<file path="src/rtl/multi_channel_trigger_delay_generator.sv">
// Periodic master trigger plus NUMBER_OF_CHANNELS delayed triggers with double-buffered, strobe-adjusted delays.
// Optional macro CHANNEL_MASK_EN adds a channel_mask input whose shadow copy is committed at the period boundary.
module multi_channel_trigger_delay_generator #(
    parameter int unsigned CLOCK_FREQUENCY_HZ   = 100000000,
    parameter int unsigned PERIOD_COUNTS        = CLOCK_FREQUENCY_HZ / 10,
    parameter int unsigned NUMBER_OF_CHANNELS   = 4,
    parameter int unsigned PULSE_WIDTH_COUNTS   = 1,
    parameter int unsigned DEFAULT_DELAY_COUNTS = CLOCK_FREQUENCY_HZ / 1000,
    parameter int unsigned DELAY_STEP_COUNTS    = CLOCK_FREQUENCY_HZ / 10000,
    parameter int unsigned MIN_DELAY_COUNTS     = 0,
    parameter int unsigned MAX_DELAY_COUNTS     = PERIOD_COUNTS - 1,
    parameter int unsigned COUNTER_WIDTH        = $clog2(PERIOD_COUNTS),
    parameter int unsigned SELECT_WIDTH         = (NUMBER_OF_CHANNELS > 1) ? $clog2(NUMBER_OF_CHANNELS) : 1
) (
    input  logic                          clock,
    input  logic                          reset,
    input  logic                          enable,
    input  logic                          increment,
    input  logic                          decrement,
    input  logic [SELECT_WIDTH-1:0]       channel_select,
`ifdef CHANNEL_MASK_EN
    input  logic [NUMBER_OF_CHANNELS-1:0] channel_mask,
`endif
    output logic                          master_trigger,
    output logic [NUMBER_OF_CHANNELS-1:0] channel_trigger,
    output logic [COUNTER_WIDTH-1:0]      selected_delay,
    output logic [7:0]                    trigger_count
);

    localparam int unsigned EXT_WIDTH     = COUNTER_WIDTH + 1;
    localparam int unsigned STRETCH_WIDTH = $clog2(PULSE_WIDTH_COUNTS + 1);

    localparam logic [COUNTER_WIDTH-1:0] LAST_PHASE    = COUNTER_WIDTH'(PERIOD_COUNTS - 1);
    localparam logic [COUNTER_WIDTH-1:0] DEFAULT_DELAY = COUNTER_WIDTH'(DEFAULT_DELAY_COUNTS);
    localparam logic [COUNTER_WIDTH-1:0] MIN_DELAY     = COUNTER_WIDTH'(MIN_DELAY_COUNTS);
    localparam logic [COUNTER_WIDTH-1:0] MAX_DELAY     = COUNTER_WIDTH'(MAX_DELAY_COUNTS);
    localparam logic [COUNTER_WIDTH-1:0] STEP          = COUNTER_WIDTH'(DELAY_STEP_COUNTS);
    localparam logic [EXT_WIDTH-1:0]     STEP_EXT      = EXT_WIDTH'(DELAY_STEP_COUNTS);
    localparam logic [EXT_WIDTH-1:0]     MAX_EXT       = EXT_WIDTH'(MAX_DELAY_COUNTS);
    localparam logic [EXT_WIDTH-1:0]     DEC_FLOOR     = EXT_WIDTH'(MIN_DELAY_COUNTS + DELAY_STEP_COUNTS);
    localparam logic [STRETCH_WIDTH-1:0] PULSE_RELOAD  = STRETCH_WIDTH'(PULSE_WIDTH_COUNTS - 1);

    logic [COUNTER_WIDTH-1:0]                          phase;
    logic [STRETCH_WIDTH-1:0]                          master_remaining;
    logic                                              master_start_c;
    logic                                              commit_c;
    logic [NUMBER_OF_CHANNELS-1:0]                     mask_shadow;
    logic [NUMBER_OF_CHANNELS-1:0][COUNTER_WIDTH-1:0]  pending_flat;

    assign master_start_c = enable && (phase == '0);
    // Delays (and mask) move to the active copy only at the period boundary, or freely while halted.
    assign commit_c       = !enable || (phase == LAST_PHASE);

    // Phase counter, master pulse stretcher and trigger counter.
    always_ff @(posedge clock or negedge reset) begin
        if (!reset) begin
            phase            <= '0;
            master_trigger   <= 1'b0;
            master_remaining <= '0;
            trigger_count    <= '0;
        end else if (!enable) begin
            phase            <= '0;
            master_trigger   <= 1'b0;
            master_remaining <= '0;
        end else begin
            phase <= (phase == LAST_PHASE) ? '0 : phase + 1'b1;
            if (master_start_c) begin
                master_trigger   <= 1'b1;
                master_remaining <= PULSE_RELOAD;
                trigger_count    <= trigger_count + 8'd1;
            end else if (master_remaining != '0) begin
                master_remaining <= master_remaining - 1'b1;
            end else begin
                master_trigger <= 1'b0;
            end
        end
    end

`ifdef CHANNEL_MASK_EN
    always_ff @(posedge clock or negedge reset) begin
        if (!reset) begin
            mask_shadow <= '0;
        end else if (commit_c) begin
            mask_shadow <= channel_mask;
        end
    end
`else
    assign mask_shadow = '0;
`endif

    for (genvar k = 0; k < NUMBER_OF_CHANNELS; k++) begin : g_channel
        logic [COUNTER_WIDTH-1:0] pending_delay;
        logic [COUNTER_WIDTH-1:0] active_delay;
        logic [STRETCH_WIDTH-1:0] remaining;
        logic                     pulse;
        logic [EXT_WIDTH-1:0]     pending_ext;
        logic [EXT_WIDTH-1:0]     inc_sum;
        logic [COUNTER_WIDTH-1:0] inc_value;
        logic [COUNTER_WIDTH-1:0] dec_value;
        logic                     hit_c;
        logic                     start_c;

        // One extra bit keeps the saturating add/subtract from wrapping.
        assign pending_ext = {1'b0, pending_delay};
        assign inc_sum     = pending_ext + STEP_EXT;
        assign inc_value   = (inc_sum > MAX_EXT) ? MAX_DELAY : inc_sum[COUNTER_WIDTH-1:0];
        assign dec_value   = (pending_ext < DEC_FLOOR) ? MIN_DELAY : pending_delay - STEP;
        assign hit_c       = (channel_select == SELECT_WIDTH'(k)) && (increment != decrement);
        assign start_c     = enable && (phase == active_delay) && !mask_shadow[k];

        always_ff @(posedge clock or negedge reset) begin
            if (!reset) begin
                pending_delay <= DEFAULT_DELAY;
                active_delay  <= DEFAULT_DELAY;
            end else begin
                if (hit_c) begin
                    pending_delay <= increment ? inc_value : dec_value;
                end
                if (commit_c) begin
                    active_delay <= pending_delay;
                end
            end
        end

        // Pulse stretcher; a new start restarts the full width.
        always_ff @(posedge clock or negedge reset) begin
            if (!reset) begin
                pulse     <= 1'b0;
                remaining <= '0;
            end else if (!enable) begin
                pulse     <= 1'b0;
                remaining <= '0;
            end else if (start_c) begin
                pulse     <= 1'b1;
                remaining <= PULSE_RELOAD;
            end else if (remaining != '0) begin
                remaining <= remaining - 1'b1;
            end else begin
                pulse <= 1'b0;
            end
        end

        assign channel_trigger[k] = pulse;
        assign pending_flat[k]    = pending_delay;
    end

    // Out-of-range selects read back as zero.
    always_comb begin
        selected_delay = '0;
        for (int unsigned k = 0; k < NUMBER_OF_CHANNELS; k++) begin
            if (channel_select == SELECT_WIDTH'(k)) begin
                selected_delay = pending_flat[k];
            end
        end
    end

endmodule
</file>
<file path="config.mk">
export PLATFORM = sky130hd
export DESIGN_NAME = multi_channel_trigger_delay_generator
export DESIGN_NICKNAME = d
export VERILOG_FILES = /design/src/rtl/multi_channel_trigger_delay_generator.sv
export SDC_FILE = /design/constraint.sdc
export NUM_CORES = 1
export LEC_CHECK = 0
export ABC_AREA = 0
export CAP_MARGIN = 40
export CORE_AREA = 2 2 210 212
export CTS_BUF_LIST = sky130_fd_sc_hd__clkbuf_16
export DETAILED_ROUTE_END_ITERATION = 7
export DIE_AREA = 0 0 212 214
export GPL_TIMING_DRIVEN = 1
export SETUP_SLACK_MARGIN = 0.1
export SLEW_MARGIN = 10
export SYNTH_ARGS = -nofsm -noshare
export SYNTH_HDL_FRONTEND = slang
export SYNTH_SLANG_ARGS = --single-unit
</file>
<file path="constraint.sdc">
create_clock -name clock -period 8.53 [get_ports clock]
set_input_delay 2.559 -clock clock [delete_from_list [all_inputs] [get_ports clock]]
set_output_delay 2.559 -clock clock [all_outputs]
set_load 0.01 [all_outputs]
</file>
==> results by group, run 1 <==
Synth
  – Largest family of logic cells by synthesized area: simple AND/OR/NAND/NOR gates
  – Synthesized area: 15000 um2
  – Adder-cell share of the synthesized area: 1.25%
  – Biggest area consumer among synthesized cells: dfrtp_1
  – Mux share of post-synthesis cell area: 9.88%
  – Gate Count Post-Synth: 1734
  – Top-count cell post-synth: dfrtp_1
  – Number of synthesized flops with an enable pin: 0
  – Main area contributors after synthesis: dfrtp_1 (26%), dfstp_2 (8.4%), mux2_2 (6.4%)
  – Compound-gate portion of the synthesized area: 19.9%
  – Synth Register Bits: 205
  – Top-area cell type share of the netlist area: 26.2%
  – Synth Area per Inst: 8.64 um2
  – YS warnings: 0
  – Dominant synthesized flop cell: dfrtp_1
  – Post-synthesis net count: 1756
  – Synth Area in Simple Gates: 20.6%
  – Distinct cell type count after synthesis: 90
  – Async SR Flop Fraction: 100%
  – Sequential area share after synthesis: 34.6%
  – Synth top cells by count: dfrtp_1 (157), clkbuf_1 (142), nand2_1 (132)
  – Post-Synth XOR/XNOR Area: 8.07%

Pwr
  – P_leak: 6.11 nW
  – Power density cells: 312 nW/um2
  – Max VDD drop: 0.136 mV

Worst setup path
  – R2r setup slk: 4.42 ns
  – Required @ worst endpoint: 5.97 ns
  – Worst EP arrival: 4.48 ns
  – Reg-to-Reg Start: g_channel[0].pending_delay[4]
  – Path depth of the worst reg2reg path: 11
  – Critical Path Fanout Max: 16
  – Reg2reg end: g_channel[0].pending_delay[21]
  – Critical path endpoint category: output pin
  – Critical path class: input pin to output pin
  – Startpoint types: input pin

Placement
  – Gpl congestion: 0.909
  – IO Port Bufs: 43
  – Pre-CTS setup slack: 1.44 ns
  – Placed instance area: 15700 um2
  – Dpl hpwl: 34700 um

Timing
  – Max-slew violations: 0
  – Final setup viols: 0
  – Final Cycle Share: 82.6%
  – Relative slew slack: 37.7%
  – Final Hold Viols: 0
  – Worst clock skew: 0.0280 ns
  – Worst-Margin Slew: 0.931 ns
  – Crit path time final: 7.04 ns
  – Fin Setup TNS: 0 ns
  – RSZ-0062 raised after global routing: no
  – Max Fclk: 0.142 GHz
  – Final WS setup: 1.49 ns
  – Hold Worst Slack: 0.472 ns

Floorplanning
  – # rows: 76
  – Die height: 214 um
  – Die area: 45400 um2
  – DIE WIDTH: 212 um
  – CORE AREA: 42900 um2
  – IO Pins: 44
  – Initial Util: 34.9%

Routing
  – Post-route ant nets: 0
  – Vias after detailed routing: 13600
  – Routed WL per cell: 21.8 um
  – Initial DRC count: 1352
  – Number of vias per cell: 6.01
  – Final wirelength: 49100 um
  – Initial DRT Pass Iterations: 5
  – Drt drc: 0

Clock tree
  – H-tree depth: 1
  – Worst skew pair latency: 0.56 ns
  – Post-CTS Repair Setup Buffers: 0
  – Clock Root Buffer: clkbuf_16
  – CTS tree: built
  – TritonCTS Buffers: 26
  – Cts hold-fix bufs: 0
  – Clock buffer depth: 3
  – CTS clock-pin slew for the worst setup and hold paths: 0.06 ns
  – Num Clock Sinks: 205
  – Cts repair resizes: 0

Min path
  – WHS Endpoint: trigger_count[7]
  – Worst Hold Class: register to register
  – Hold_sp: trigger_count[7]
  – WHS Path Cells: 1

Finish
  – Area delta synth->final: 9.80%
  – Multi-input gate area: 8960 um2
  – Share of cells above drive strength 1: 15.3%
  – N_diodes: 0
  – Fill cells: 4336
  – Post-route design area: 16400 um2
  – Register Area: 5190 um2
  – Final net count: 1675

Global routing
  – Initial antenna violation count: 4
  – Largest net degree at the start of global routing: 74
  – Number of global-route vias before repair: 12900
  – All-Layer GR Usage: 21.6%
  – Gr ovfl total: 0
  – First-pass GRT wire length: 76900 um

Status
  – Outcome: completed

Flow run
  – Max-Cap Viols: 0
## flip-flops by register name, indices dropped and copies added, names as in the netlist
signal,flops
phase,24
master_trigger,1
g_channel.pending_delay,84
g_channel.active_delay,84
trigger_count,8
g_channel.pulse,4
## logic make-up (layout without fill, tap and decap cells)
logic type / Yosys count / after routing
muxes: 111 / 111
and+or+nand+nor: 599 / 599
DFF: 205 / 205
adders and majority gates: 15 / 15
AOI/OAI and AO/OA: 458 / 458
xor gates and xnor gates: 138 / 138
buffers and inverters: 208 / 146
## final cells by class
cell class | instances | area share, %
clock buffer | 26 | 3.96
sequential | 205 | 31.6
multi-input combinational | 1321 | 54.5
timing repair buffer | 70 | 4.13
tap | 585 | 4.45
inverter | 29 | 0.662
clock inverter | 21 | 0.768
## per-stage QoR
step                std cells  power, mW  utilization (%)
floorplan                1734       3.34                -
global placement         2204       4.03             36.3
detailed placement       2210       4.08             36.5
CTS                      2257       5.12             38.4
global route             2257       5.48             38.4
finish                   2257       5.13             38.4
## worst max-delay path: stages
cell and delay, ns:
buf_2 0.45, buf_4 0.38, mux4_2 0.57, clkdlybuf4s50_1 0.50
## layer usage
metal	track usage, %	up-vias	share of wire, %
met1	29.8	6727	43
li1	-	6213	-
met5	0	-	0
met4	8.10	0	3.5
met2	34.0	541	46
met3	3.14	85	7.0
## worst max path at each step
stage	from	endpoint	slack (ns)	cells past startpoint
floorplan	channel_select[0]	selected_delay[1]	1.79	4
global placement	channel_select[0]	selected_delay[23]	1.50	4
CTS	channel_select[0]	selected_delay[23]	1.43	4
global route	channel_select[0]	selected_delay[23]	1.40	4
finish	channel_select[0]	selected_delay[23]	1.49	4
detailed placement	channel_select[0]	selected_delay[17]	1.44	4
## power breakdown
part           leakage [nW]  internal, mW  switching [mW]
sequential             2.37          1.37           0.737
combinational          3.32         0.926            1.07
clock                 0.414         0.580           0.444
## cells in the final DEF, fill, tap and decap left out, types with 25 or more instances in the layout
| cell type | synthesis | final |
|---|---|---|
| dfstp_2 | 48 | 48 |
| xnor2_1 | 61 | 61 |
| clkdlybuf4s50_1 | 0 | 40 |
| nor3_1 | 66 | 65 |
| a31oi_1 | 25 | 25 |
| nor2_1 | 128 | 128 |
| xor2_1 | 77 | 77 |
| nand3_1 | 62 | 62 |
| clkbuf_16 | 0 | 26 |
| dfrtp_1 | 157 | 157 |
| nor4_1 | 36 | 36 |
| nand4_1 | 34 | 34 |
| and3_1 | 25 | 25 |
| o21ai_0 | 126 | 126 |
| nand2_1 | 132 | 132 |
| mux2_2 | 85 | 85 |
| inv_1 | 28 | 35 |
| a21oi_1 | 110 | 110 |
Power figures use the tool's default switching activity.
==> run 2: changes to the inputs <==
==> constraint.sdc (replaced) <==
create_clock -name clock -period 6.5 [get_ports clock]
set_input_delay 1.95 -clock clock [delete_from_list [all_inputs] [get_ports clock]]
set_output_delay 1.95 -clock clock [all_outputs]
set_load 0.01 [all_outputs]
==> run 2 against run 1 <==
Die area stayed put. Register-to-register slack worse by 2.0 ns. Power is 34% higher. Clock power is 47% higher. Clock skew is 0.010 ns lower. Count of clock-buffer cells in the layout is 1 higher. Via count is 0.46% higher. Non-clock buffer count is 7 lower. Core utilization is 0.088 points higher. Largest power group unchanged.
==> results by group, run 2 (synthesis results as in run 1) <==
Clock tree
  – Clock buffer depth: 3 (unchanged)
  – Worst skew pair latency: 0.56 ns (about the same)
  – Num Clock Sinks: 205 (unchanged)
  – Clock Root Buffer: clkbuf_16 (unchanged)
  – TritonCTS Buffers: 27 (was 26)
  – Post-CTS Repair Setup Buffers: 0 (unchanged)
  – Cts hold-fix bufs: 0 (unchanged)
  – CTS tree: built (unchanged)
  – Cts repair resizes: 0 (unchanged)
  – CTS clock-pin slew for the worst setup and hold paths: 0.05 ns (was 0.06 ns)
  – H-tree depth: 1 (unchanged)

Floorplanning
  – CORE AREA: 42900 um2 (unchanged)
  – Die area: 45400 um2 (unchanged)
  – Initial Util: 34.9% (unchanged)
  – # rows: 76 (unchanged)
  – Die height: 214 um (unchanged)
  – DIE WIDTH: 212 um (unchanged)
  – IO Pins: 44 (unchanged)

Finish
  – Share of cells above drive strength 1: 15.0% (was 15.3%)
  – Area delta synth->final: 10.0% (was 9.80%)
  – Most frequent cells in the layout: dfrtp_1 (157), nand2_1 (132), nor2_1 (128) (unchanged)
  – Biggest regs: g_channel.active_delay x84, g_channel.pending_delay x84, phase x24 (unchanged)
  – Final net count: 1669 (was 1675)
  – Finished Layout Cells: 2253 (was 2257)
  – Commonest non-fill, non-tap cell in the layout: dfrtp_1 (unchanged)
  – Fill cells: 4251 (was 4336)

Global routing
  – First-pass GRT wire length: 75800 um (was 76900 um)
  – Gr ovfl total: 0 (unchanged)
  – All-Layer GR Usage: 21.2% (was 21.6%)
  – Number of global-route vias before repair: 12900 (about the same)
  – Initial antenna violation count: 2 (was 4)
  – Largest net degree at the start of global routing: 116 (was 74)

Worst setup path
  – Worst-path cell chain: buf_2, buf_4, mux4_2, clkdlybuf4s50_1 (unchanged)
  – Critical path class: input pin to output pin (unchanged)
  – Worst EP arrival: 3.91 ns (was 4.48 ns)
  – CP peak stage delay: 0.63 ns (was 0.57 ns)
  – CP Buf/Inv Count: 3 (unchanged)
  – Worst path slowest cell: buf_2 (was mux4_2)
  – Critical path endpoint category: output pin (unchanged)
  – Critical Path Fanout Max: 24 (was 16)
  – Required @ worst endpoint: 4.55 ns (was 5.97 ns)
  – Startpoint types: input pin (unchanged)
  – Cell family with most CP delay: buffers and inverters (unchanged)

Pwr
  – P_leak: 6.11 nW (about the same)
  – Power density cells: 416 nW/um2 (was 312 nW/um2)
  – Max VDD drop: 0.191 mV (was 0.136 mV)

Routing
  – Drt drc: 0 (unchanged)
  – Initial DRC count: 1304 (was 1352)
  – Number of vias per cell: 6.05 (was 6.01)
  – Final wirelength: 48900 um (was 49100 um)
  – Initial DRT Pass Iterations: 5 (unchanged)
  – Vias after detailed routing: 13600 (about the same)
  – Post-route ant nets: 0 (unchanged)
  – Routed WL per cell: 21.7 um (was 21.8 um)

Timing
  – Crit path time final: 5.86 ns
  – RSZ-0062 raised after global routing: no (unchanged)
  – Relative slew slack: 36.6% (was 37.7%)
  – Worst clock skew: 0.0181 ns (was 0.0280 ns)
  – Final Hold Viols: 0 (unchanged)
  – Max Fclk: 0.171 GHz
  – Final Cycle Share: 90.2%
  – Final setup viols: 0 (unchanged)
  – Worst-Margin Slew: 0.947 ns (was 0.931 ns)
  – Fin Setup TNS: 0 ns (unchanged)
  – Max-slew violations: 0 (unchanged)

Min path
  – Worst Hold Class: register to register (unchanged)

Placement
  – Cells after DPL: 2203 (was 2210)
  – Gpl congestion: 0.896 (was 0.909)
  – IO Port Bufs: 43 (unchanged)
  – Dpl hpwl: 34100 um (was 34700 um)

Flow run
  – Max-Cap Viols: 0 (unchanged)

Status
  – Outcome: completed (unchanged)
## run 2: changes by cell type in the layout (fill, tap and decap cells not counted), moves of 2 or more
cell,before,now
clkinv_2,7,1
bufinv_16,1,4
buf_12,0,2
buf_4,22,14
buf_16,2,0
clkinvlp_4,0,2
## run 2: where the power goes
| part | switching (mW) | internal [mW] |
|---|---|---|
| clock network | 0.592 | 0.908 |
| logic | 1.31 | 1.19 |
| registers | 1.07 | 1.80 |
## run 2: worst paths after layout
kind	endpoint	from	cells after the start	slack, ns
setup / recovery	selected_delay[15]	channel_select[0]	4	0.64
max in group asynchronous	g_channel[0].active_delay[8]	reset	2	3.92
hold / removal	trigger_count[7]	trigger_count[7]	1	0.47
setup reg to reg	g_channel[0].pending_delay[21]	g_channel[0].pending_delay[4]	11	2.38
min in group asynchronous	g_channel[2].pending_delay[13]	reset	1	1.36
hold reg to reg	trigger_count[7]	trigger_count[7]	1	0.47
## run 2: final cells by class
type / instances / area [um2] / area share [%]
flip-flops and latches: 205 / 5190 / 31.5
clock buffers: 27 / 676 / 4.10
well taps: 585 / 732 / 4.44
inverters: 29 / 109 / 0.660
diodes: 1 / 2.50 / 0.0152
multi-input cells: 1321 / 8960 / 54.4
repair buffers: 63 / 609 / 3.70
clock inverters: 22 / 206 / 1.25
## run 2: layer usage
layer | part of all wire [%] | vias to the layer above | wire, um | GRT usage (%)
met5 | 0 | - | 0 | 0
met4 | 4.1 | 0 | 1990 | 8.62
met3 | 6.5 | 93 | 3180 | 2.55
met2 | 45 | 614 | 22200 | 33.4
met1 | 44 | 6696 | 21600 | 29.5
li1 | - | 6226 | - | -
## run 2: per-stage QoR
| stage | hold WS [ns] | power, mW | utilization [%] | setup WS (ns) | area (um2) |
|---|---|---|---|---|---|
| 2_1_floorplan | 0.455 | 4.38 | - | 0.975 | 15000 |
| 3_3_place_gp | 0.461 | 5.27 | 36.3 | 0.628 | 15500 |
| 3_5_place_dp | 0.462 | 5.32 | 36.4 | 0.602 | 15600 |
| 4_1_cts | 0.474 | 6.84 | 38.4 | 0.600 | 16500 |
| 5_1_grt | 0.498 | 7.27 | 38.4 | 0.543 | 16500 |
| 6_report | 0.470 | 6.87 | 38.4 | 0.636 | 16500 |
## run 2: worst register-to-register path, stage by stage, from the launching register on
cell and delay (ns):
dfrtp_1 0.68, ha_1 0.40, nand3_1 0.25, a2111oi_2 0.85, xnor2_1 0.19, a31oi_1 0.16
a211oi_1 0.27, o22ai_1 0.14, o21ai_1 0.47, buf_4 0.27, a21oi_1 0.05, a221o_1 0.27
==> run 3: changes to the inputs <==
--- a/config.mk
+++ b/config.mk
@@ -7,11 +7,12 @@
 export LEC_CHECK = 0
 export ABC_AREA = 0
 export CAP_MARGIN = 40
-export CORE_AREA = 2 2 210 212
+export CORE_AREA = 2 2 158 160
 export CTS_BUF_LIST = sky130_fd_sc_hd__clkbuf_16
 export DETAILED_ROUTE_END_ITERATION = 7
-export DIE_AREA = 0 0 212 214
+export DIE_AREA = 0 0 160 162
 export GPL_TIMING_DRIVEN = 1
+export PLACE_DENSITY = 0.8
 export SETUP_SLACK_MARGIN = 0.1
 export SLEW_MARGIN = 10
 export SYNTH_ARGS = -nofsm -noshare
==> run 3 against run 2 <==
Register-to-register slack about the same. Clock power decreased by 9%. Critical path depth unchanged. Non-clock buffer count increased by 1. Clock skew about the same. Count of clock-buffer cells in the layout decreased by 3. Final area decreased by 2.4%. Worst setup slack improved by 0.11 ns. Final cell count decreased by 12%. Core utilization increased by 28 points. Sequential share of layout area increased by 0.77 points. Critical path type unchanged. Largest power group unchanged. Highest routed layer is now met5.
==> results by group, run 3 (synthesis results as in run 1) <==
Status
  – Outcome: completed (unchanged)

Clock tree
  – Cts repair resizes: 0 (unchanged)
  – TritonCTS Buffers: 24 (was 27)
  – Clock Root Buffer: clkbuf_16 (unchanged)
  – Num Clock Sinks: 205 (unchanged)
  – CTS tree: built (unchanged)
  – H-tree depth: 1 (unchanged)
  – Cts hold-fix bufs: 0 (unchanged)
  – Post-CTS Repair Setup Buffers: 0 (unchanged)
  – Clock buffer depth: 3 (unchanged)
  – Worst skew pair latency: 0.53 ns (was 0.56 ns)
  – CTS clock-pin slew for the worst setup and hold paths: 0.06 ns (was 0.05 ns)

Finish
  – Biggest regs: g_channel.active_delay x84, g_channel.pending_delay x84, phase x24 (unchanged)
  – N_diodes: 0 (was 1)
  – Commonest non-fill, non-tap cell in the layout: dfrtp_1 (unchanged)
  – Most frequent cells in the layout: dfrtp_1 (157), nand2_1 (132), nor2_1 (128) (unchanged)
  – Final net count: 1667 (was 1669)
  – Final Util: 66.8% (was 38.4%)
  – Fill cells: 1990 (was 4251)
  – Share of cells above drive strength 1: 15.1% (was 15.0%)
  – Finished Layout Cells: 1987 (was 2253)
  – Area delta synth->final: 7.42% (was 10.0%)

Floorplanning
  – CORE AREA: 24100 um2 (was 42900 um2)
  – Die area: 25900 um2 (was 45400 um2)
  – DIE WIDTH: 160 um (was 212 um)
  – Die height: 162 um (was 214 um)
  – Initial Util: 62.2% (was 34.9%)
  – # rows: 57 (was 76)
  – IO Pins: 44 (unchanged)

Placement
  – Gpl congestion: 0.957 (was 0.896)
  – Cells after DPL: 1942 (was 2203)
  – Dpl hpwl: 32200 um (was 34100 um)
  – IO Port Bufs: 43 (unchanged)

Routing
  – Post-route ant nets: 0 (unchanged)
  – Final wirelength: 46900 um (was 48900 um)
  – Routed WL per cell: 23.6 um (was 21.7 um)
  – Initial DRT Pass Iterations: 6 (was 5)
  – Number of vias per cell: 7.04 (was 6.05)
  – Vias after detailed routing: 14000 (was 13600)
  – Initial DRC count: 1699 (was 1304)
  – Drt drc: 0 (unchanged)

Timing
  – Final setup viols: 0 (unchanged)
  – Final Hold Viols: 0 (unchanged)
  – Max-slew violations: 0 (unchanged)
  – Hold Worst Slack: 0.493 ns (was 0.470 ns)
  – Final Cycle Share: 88.6% (was 90.2%)
  – Max Fclk: 0.174 GHz (was 0.171 GHz)
  – Fin Setup TNS: 0 ns (unchanged)
  – Crit path time final: 5.76 ns (was 5.86 ns)
  – Relative slew slack: 38.7% (was 36.6%)
  – RSZ-0062 raised after global routing: no (unchanged)
  – Worst-Margin Slew: 0.917 ns (was 0.947 ns)
  – Worst clock skew: 0.0181 ns (about the same)

Flow run
  – Max-Cap Viols: 0 (unchanged)

Global routing
  – Largest net degree at the start of global routing: 112 (was 116)
  – Gr ovfl total: 0 (unchanged)
  – Initial antenna violation count: 3 (was 2)
  – First-pass GRT wire length: 74200 um (was 75800 um)
  – Number of global-route vias before repair: 13400 (was 12900)
  – All-Layer GR Usage: 36.0% (was 21.2%)

Worst setup path
  – CP peak stage delay: 0.58 ns (was 0.63 ns)
  – R2r setup slk: 2.38 ns (about the same)
  – Required @ worst endpoint: 4.55 ns (about the same)
  – Critical Path Fanout Max: 20 (was 24)
  – Cell mode on critical path: clkdlybuf4s50_1
  – Worst EP arrival: 3.81 ns (was 3.91 ns)
  – Startpoint types: input pin (unchanged)
  – Worst path slowest cell: clkdlybuf4s50_1 (was buf_2)
  – Critical path endpoint category: output pin (unchanged)
  – Worst-path cell chain: clkdlybuf4s50_1, buf_4, mux4_2, clkdlybuf4s50_1 (was buf_2, buf_4, mux4_2, clkdlybuf4s50_1)
  – Critical path class: input pin to output pin (unchanged)

Pwr
  – Max VDD drop: 0.299 mV (was 0.191 mV)
  – P_leak: 6.06 nW (was 6.11 nW)
  – Power density cells: 419 nW/um2 (was 416 nW/um2)

Min path
  – Worst Hold Class: register to register (unchanged)
## run 3: changes by cell type in the layout (fill, tap and decap cells not counted), moves of 2 or more
cell and change:
clkbuf_16 -3, clkinv_2 +2, buf_4 +2, clkinv_8 +2, inv_1 -5
## run 3: layout make-up
class                           count  area, um2  share of cell area (%)
Clock buffer                       24        601                    3.73
Clock inverter                     20        199                    1.24
Multi-Input combinational cell   1321       8960                    55.7
Inverter                           29        109                   0.676
Timing Repair Buffer               64        627                    3.90
Tap cell                          324        405                    2.52
Sequential cell                   205       5190                    32.3
## run 3: stage by stage
step	area [um2]	setup WS, ns	power (mW)
after detailed placement	15300	0.794	5.29
after CTS	16100	0.786	6.67
final	16100	0.744	6.74
after floorplan	15000	0.975	4.38
after global placement	15200	0.824	5.20
after global routing	16100	0.722	7.11
## run 3: critical path: cells and delay by family
kind | cells | cell delay (ns)
buffers and inverters | 3 | 1.47
muxes | 1 | 0.37
## run 3: final timing paths
kind / from / to / cells after the start
worst max-delay path: channel_select[1] / selected_delay[16] / 4
worst min-delay path: trigger_count[7] / trigger_count[7] / 1
worst max register to register: g_channel[0].pending_delay[5] / g_channel[0].pending_delay[17] / 11
worst min register to register: trigger_count[7] / trigger_count[7] / 1
max in group asynchronous: reset / g_channel[3].active_delay[11] / 2
min in group asynchronous: reset / g_channel[0].pending_delay[12] / 1
## run 3: routing by layer
metal  routed length (um)  vias to the layer above  GRT usage [%]
li1                     -                     6227              -
met1                18600                     6814           49.2
met4                 1990                        2           15.5
met3                 4530                      129           5.44
met2                21900                      826           57.8
met5                   11                        -              0
## run 3: power by group
group | internal [mW] | switching, mW | total, mW | leakage, nW
Clock | 0.797 | 0.564 | 1.36 | 0.392
Combinational | 1.19 | 1.29 | 2.48 | 3.29
Sequential | 1.80 | 1.10 | 2.90 | 2.37
